$ cat config.mk
export PLATFORM = sky130hd
export DESIGN_NAME = laundry_scheduler
export DESIGN_NICKNAME = d
export VERILOG_FILES = /design/src/rtl/laundry_scheduler.sv
export SDC_FILE = /design/constraint.sdc
export NUM_CORES = 1
export LEC_CHECK = 0
export CORE_MARGIN = 5
export CORE_UTILIZATION = 29
export CTS_CLUSTER_SIZE = 16
export DETAILED_ROUTE_END_ITERATION = 8
export PLACE_DENSITY = 0.55
export SLEW_MARGIN = 15
export SYNTH_ARGS = -nofsm -noshare
export SYNTH_HDL_FRONTEND = slang
export SYNTH_SLANG_ARGS = --single-unit
$ cat constraint.sdc
create_clock -name clk -period 2.2 [get_ports clk]
set_clock_uncertainty 0.2 [all_clocks]
set_input_delay 0.33 -clock clk [delete_from_list [all_inputs] [get_ports clk]]
set_output_delay 0.33 -clock clk [all_outputs]
set_load 0.01 [all_outputs]
$ cat src/rtl/laundry_scheduler.sv
// Job front-end for a bank of wash machines: queues paid jobs and dispatches
// them round-robin to idle machines, refunding coins that cannot be accepted.
module laundry_scheduler #(
   parameter int unsigned NUM_MACH = 4,
   parameter int unsigned QDEPTH   = 4
) (
   input  logic                          clk,
   input  logic                          rst,
   input  logic                          i_coin,
   input  logic                          i_DoubleWash,
   input  logic [NUM_MACH-1:0]           i_Done,
   output logic [NUM_MACH-1:0]           o_Start,
   output logic [NUM_MACH-1:0]           o_DoubleWash,
   output logic [NUM_MACH-1:0]           o_Busy,
   output logic [$clog2(QDEPTH+1)-1:0]   o_QCount,
   output logic                          o_Full,
   output logic                          o_Refund,
   output logic                          o_Err
);

   localparam int unsigned CNT_W = $clog2(QDEPTH + 1);
   localparam int unsigned PTR_W = $clog2(QDEPTH);
   localparam int unsigned MW    = $clog2(NUM_MACH);
   localparam int unsigned IDX_W = MW + 1;

   logic [QDEPTH-1:0]   fifoMem;
   logic [PTR_W-1:0]    rdPtr;
   logic [PTR_W-1:0]    wrPtr;
   logic [MW-1:0]       rrPtr;

   logic                found;
   logic [MW-1:0]       tgt;
   logic [IDX_W-1:0]    idx;
   logic                pop;
   logic                push;
   logic [NUM_MACH-1:0] tgtOneHot;
   logic [NUM_MACH-1:0] doneHit;
   logic [MW-1:0]       rrNext;
   logic [CNT_W-1:0]    cntNext;
   logic                headFlag;

   // Pick the first idle machine at or after the round-robin pointer.
   always_comb begin
      found = 1'b0;
      tgt   = '0;
      idx   = '0;
      for (int i = 0; i < int'(NUM_MACH); i++) begin
         idx = IDX_W'(rrPtr) + IDX_W'(i);
         if (idx >= IDX_W'(NUM_MACH)) begin
            idx = idx - IDX_W'(NUM_MACH);
         end
         if (!found && !o_Busy[idx[MW-1:0]]) begin
            found = 1'b1;
            tgt   = idx[MW-1:0];
         end
      end
   end

   // Push/pop decisions use the pre-edge queue count and busy state.
   always_comb begin
      pop       = (o_QCount != '0) && found;
      push      = i_coin && ((o_QCount != CNT_W'(QDEPTH)) || pop);
      tgtOneHot = pop ? (NUM_MACH'(1) << tgt) : '0;
      doneHit   = i_Done & o_Busy;
      headFlag  = fifoMem[rdPtr];
      rrNext    = (tgt == MW'(NUM_MACH - 1)) ? '0 : tgt + MW'(1);
      cntNext   = o_QCount;
      if (push && !pop) begin
         cntNext = o_QCount + CNT_W'(1);
      end else if (pop && !push) begin
         cntNext = o_QCount - CNT_W'(1);
      end
   end

   always_ff @(posedge clk or posedge rst) begin
      if (rst) begin
         fifoMem      <= '0;
         rdPtr        <= '0;
         wrPtr        <= '0;
         rrPtr        <= '0;
         o_Start      <= '0;
         o_DoubleWash <= '0;
         o_Busy       <= '0;
         o_QCount     <= '0;
         o_Full       <= 1'b0;
         o_Refund     <= 1'b0;
         o_Err        <= 1'b0;
      end else begin
         o_Start      <= tgtOneHot;
         o_Busy       <= (o_Busy & ~doneHit) | tgtOneHot;
         o_DoubleWash <= (o_DoubleWash & ~doneHit) | (tgtOneHot & {NUM_MACH{headFlag}});
         o_QCount     <= cntNext;
         o_Full       <= (cntNext == CNT_W'(QDEPTH));
         o_Refund     <= i_coin && !push;
         o_Err        <= o_Err || ((i_Done & ~o_Busy) != '0);
         if (push) begin
            fifoMem[wrPtr] <= i_DoubleWash;
            wrPtr          <= wrPtr + PTR_W'(1);
         end
         if (pop) begin
            rdPtr <= rdPtr + PTR_W'(1);
            rrPtr <= rrNext;
         end
      end
   end

endmodule

; After elaboration in Yosys (flattened, before gate mapping)
; Cells that the tools add are included.
[word_totals]
ff_bits = 28
latchBits = 0
ramBits = 0
rom_bits = 0
output_inout_bits = 18
word_cells = 96
n_memories = 0
[classes]
add_sub_neg = 12
n_mul = 0
div_mod_pow = 0
order_cmp = 11
eq_ne = 3
shifts = 1
n_mux = 29
bitwise = 9
n_reduce_logical = 20
[ops]
columns = op, n
row1 = $and 4x4->4, 5
row2 = $lt 2x3->1 const B, 6
row3 = $mux 2, 9
row4 = $bmux 1 s2, 5
row5 = $mux 1, 10
row6 = $ge 3x3->1 const B, 3
row7 = $logic_and 1x1->1, 9
row8 = $not 4->4, 2
row9 = $or 4x4->4, 2
row10 = $sub 2x1->2 const B, 4
row11 = $logic_not 1->1, 7
row12 = $add 2x1->2 const B, 3
row13 = $add 2x2->3 const B, 2
row14 = $mux 3, 2
row15 = $bwmux 4, 1
row16 = $mux 4, 1
row17 = $reduce_bool 4->1, 1
row18 = $shl 1x2->4 const A, 1
row19 = $add 2x1->3 const B, 1
row20 = $add 3x1->3 const B, 1
row21 = $eq 3x3->1 const B, 1
row22 = $ge 2x3->1 const B, 1
row23 = $ne 3x3->1 const B, 1
row24 = $reduce_bool 3->1, 1
row25 = 5 further kinds, 6

; Longest topological paths before layout
[depth]
ltp_word = 22
depth_mapped = 8
depth_no_buf = 8

; Worst setup path after synthesis
; OpenSTA, ideal clock, no wires.
[synth_path]
kind = register to register
start = register o_Busy[1]
end = register o_DoubleWash[1]
arrival_time_ns = 1.618
t_required_ns = 1.879
path_slack_ns = 0.261
path_stages_with_launch = 8
n_path_buf = 0
synth_period_minus_slack_ns = 1.939
cell_sequence = dfrtp_1 -> and3b_1 -> a221o_1 -> a21boi_0 -> inv_1 -> ha_1 -> and2_1 -> a22o_1
[synth_between]
elab_chain_len = 15
[synth_lines]
columns = element, line_no
row1 = from (decl), 14  ; output logic [NUM_MACH-1:0] o_Busy,
row2 = from (signal assigned), 90  ; o_Busy <= (o_Busy & ~doneHit) | tgtOneHot;
row3 = $bmux 1 s2, 52  ; if (!found && !o_Busy[idx[MW-1:0]]) begin
row4 = $mux 1 (not written as such), 52
row5 = $logic_not 1->1, 52
row6 = $logic_and 1x1->1, 52
row7 = $mux 1, 52
row8 = $logic_not 1->1, 52
row9 = $logic_and 1x1->1, 52
row10 = $mux 1, 52
row11 = $logic_not 1->1, 52
row12 = $logic_and 1x1->1, 52
row13 = $mux 2 / $mux 1 (equally long branches), 52
row14 = $shl 1x2->4 / $logic_and 1x1->1 (equally long branches), "63, 61"
row15 = $mux 4 (*), 63  ; tgtOneHot = pop ? (NUM_MACH'(1) << tgt) : '0;
row16 = named net tgtOneHot[1], 36  ; logic [NUM_MACH-1:0] tgtOneHot;
row17 = $and 4x4->4 (*), 91  ; o_DoubleWash <= (o_DoubleWash & ~doneHit) | (tgtOneHot & {NUM_MACH{headFlag}});
row18 = $or 4x4->4 (*), 91
row19 = to (signal assigned), 91
row20 = to (decl), 13  ; output logic [NUM_MACH-1:0] o_DoubleWash,
; The timed path passes the listed nets; every way through them passes the cells marked *. The select of a mux whose other input is x is not followed.
; A chain may end at the register's enable or synchronous reset.

; Worst setup path in the final report
[layout_path]
start = register o_QCount[1]
end = register rrPtr[1]
[layout_between]
elab_chain_len = 2
[layout_lines]
columns = element, line_no
row1 = from (decl), 15  ; output logic [$clog2(QDEPTH+1)-1:0] o_QCount,
row2 = from (signal assigned), 92  ; o_QCount <= cntNext;
row3 = $reduce_bool 3->1, 61  ; pop = (o_QCount != '0) && found;
row4 = $logic_and 1x1->1, 61
row5 = to (signal assigned), 102  ; rrPtr <= rrNext;
row6 = to (decl), 29  ; logic [MW-1:0] rrPtr;
; Every way passes these cells.

==> qor.txt <==
Status - completed
Final net count - 182
Syn_nets - 148
Ratio of total power to cell area - 1479 mW/mm^2
Ys flop type - dfrtp_1
Fraction of registers with async set/reset - 1.000
Number of distinct library cells after synthesis - 36
ANT nets after route - 0
Die Ht - 79.61 um
Synth-to-Final Area Change - 30.19%
Synth area leaders - dfrtp_1 50%, ha_1 9.8%, mux2_2 4.0%
First-pass GRT wire length - 5464 um
Post-synth top cells - 28 x dfrtp_1, 15 x nand2_1, 12 x inv_1
Chip width - 79.61 um
Min-delay worst type - primary input to async pin
Drt wl/cell - 13.53 um
Critical Path Source - o_QCount[1]$_DFF_PP0_
Crit path kind - register to register
Count of input and output buffers - 25
Diode count - 0
CTS H-Tree Depth - 1
Worst path required time - 2.17 ns
Max Cap Violations - 0
Critical path arrival - 2.03 ns
Syn_area_per_cell - 10.89 um^2
CTS tree - done
Yosys top cell by area - dfrtp_1
RSZ-0062 raised after global routing - false
Via count - 1049
1st-iter DRT viols - 81
Syn. warnings - 0
Crit path to - rrPtr[1]$_DFFE_PP0P_
Final setup vio count - 0
Startpoint Class - register
Initial antenna violation count - 0
CP Max Fanout - 9
GP Congestion - 0.7746
Nature of the critical path endpoint - register
HPWL after DPL - 2441 um
Largest net degree at the start of global routing - 29
Vias per std cell - 4.581
Cell count after synthesis - 129
Fin crit period - 2.064 ns
Maximum clock rate - 484.4 MHz
Synth top area share - 0.4987
Die area - 0.006337 mm^2
Post-synth EDFFs - 0
Mapped Area - 0.001405 mm^2
Initial core utilization - 0.2975
Layout cells sized above 1 - 0.1235
LEAKAGE - 0.8389 nW
Clock latency on the worst-skew pair - 0.27 ns
Top Ports - 26
R2r setup slk - 0.14 ns
Reg-to-Reg Start - o_QCount[1]$_DFF_PP0_
Rows - 25
Drt total wl - 3099 um
Most numerous cell in the Yosys netlist - dfrtp_1
Grt ovf - 0
Final Hold Viols - 0
Flops & latches, synth - 28
Slew Limit Fails - 0
Final Cycle Share - 0.9384
CTS Buf Count - 3
Core footprint - 0.004723 mm^2
Total Routing Usage GR - 0.1088
Clock Tree Buf Depth - 2
Final core occ - 0.3873
Total negative slack - 0 ns
Peak supply drop - 0.0005022 V
Register area share after synthesis - 0.4987
Slew @ Worst Pin - 0.3640 ns
Vias in the first global route - 1161
Worst rel slew slack - 0.7571
RR Endpoint - rrPtr[1]$_DFFE_PP0P_
Reg2Reg Depth - 5
Pre-antenna DRT Iters - 4
Residual DRC - 0
CTS root buffer - clkbuf_8
Clock Pin Slew Worst Setup and Hold Paths - 0.10 ns
Clock Sinks - 28
==> routing by layer <==
layer / GRT usage / vias up / wire [um]
met3: 0.01580 / 6 / 65
met2: 0.1820 / 19 / 1499
met1: 0.1393 / 515 / 1464
li1: - / 509 / -
met5: 0 / - / 0
met4: 0.04639 / 0 / 70
==> sequential cells by signal (all words and copies together), names as in the netlist, 2 cells and up <==
signal,flops
o_DoubleWash,4
rdPtr,2
o_Start,4
fifoMem,4
wrPtr,2
o_QCount,3
o_Busy,4
rrPtr,2
==> critical path: stages (launching register included) <==
cell and delay (ns):
dfrtp_1 0.48, inv_1 0.11, ha_1 0.28, nor2b_2 0.21, nor2_2 0.30, mux2_2 0.37
==> through the flow <==
stage	cells	hold WS (ns)	cell area (um^2)	setup WS (ns)	total power, W
CTS	229	0.2284	1827	0.05985	0.002751
global route	229	0.2640	1829	0.01191	0.002938
detailed placement	225	0.2808	1772	0.06941	0.002415
floorplan	129	0.1954	1405	0.2614	0.001792
global placement	225	0.2747	1772	0.1587	0.002348
finish	229	0.2142	1829	0.1356	0.002705
==> how the worst min path moves through the flow <==
stage	end	slack (ns)	depth (start not counted)
6_report	o_Full$_DFF_PP0_	0.21	3
5_1_grt	o_Busy[1]$_DFF_PP0_	0.26	3
4_1_cts	o_Busy[1]$_DFF_PP0_	0.23	3
3_5_place_dp	rdPtr[1]$_DFFE_PP0P_	0.28	1
3_3_place_gp	o_Err$_DFF_PP0_	0.27	2
2_1_floorplan	fifoMem[0]$_DFFE_PP0P_	0.20	1
==> layout make-up <==
| type | count | area (um^2) |
|---|---|---|
| Fill cell | 466 | 2894 |
| Sequential cell | 28 | 700.7 |
| Multi-Input combinational cell | 87 | 649.4 |
| Timing Repair Buffer | 31 | 295.3 |
| Tap cell | 67 | 83.83 |
| Clock buffer | 4 | 55.05 |
| Inverter | 12 | 45.04 |
==> cells by family after synthesis <==
family                   after synthesis  synth area share
AND/OR/NAND/NOR                       35            0.1282
AO/OA/AOI/OAI                         31            0.1532
flip-flops                            28            0.4987
buffers and inverters                 14           0.04096
adder cells (fa/ha/maj)               11           0.09795
multiplexers                           6           0.05610
XOR/XNOR                               4           0.02494
==> power breakdown <==
group	switching (W)	internal [W]	leakage (nW)	total (W)
logic	0.000661	0.000754	0.470	0.00142
registers	0.000210	0.000763	0.340	0.000972
clock network	0.000157	0.000160	0.0288	0.000318
total	0.00103	0.00168	0.839	0.00271
==> cells in the final DEF (no fill, tap or decap), drive strengths merged, types with 2 or more instances in the layout <==
master,instances
nor2,7
a22o,4
inv,12
o21a,2
ha,11
dfrtp,28
clkbuf,4
mux2,5
a21o,2
a21oi,6
clkdlybuf4s50,25
o21ai,5
nor2b,2
xnor2,3
and2,4
nand2,15
o21bai,3
buf,6
==> repair_timing <==
| item | 4_1_cts | 5_1_grt |
|---|---|---|
| hold buffers | 0 | 0 |
| setup buffers | 0 | 0 |
| gates resized for setup | 0 | 2 |
| endpoints found under the hold margin | 0 | 0 |
| setup endpoints to repair | 0 | 5 |
Power figures use the tool's default switching activity.
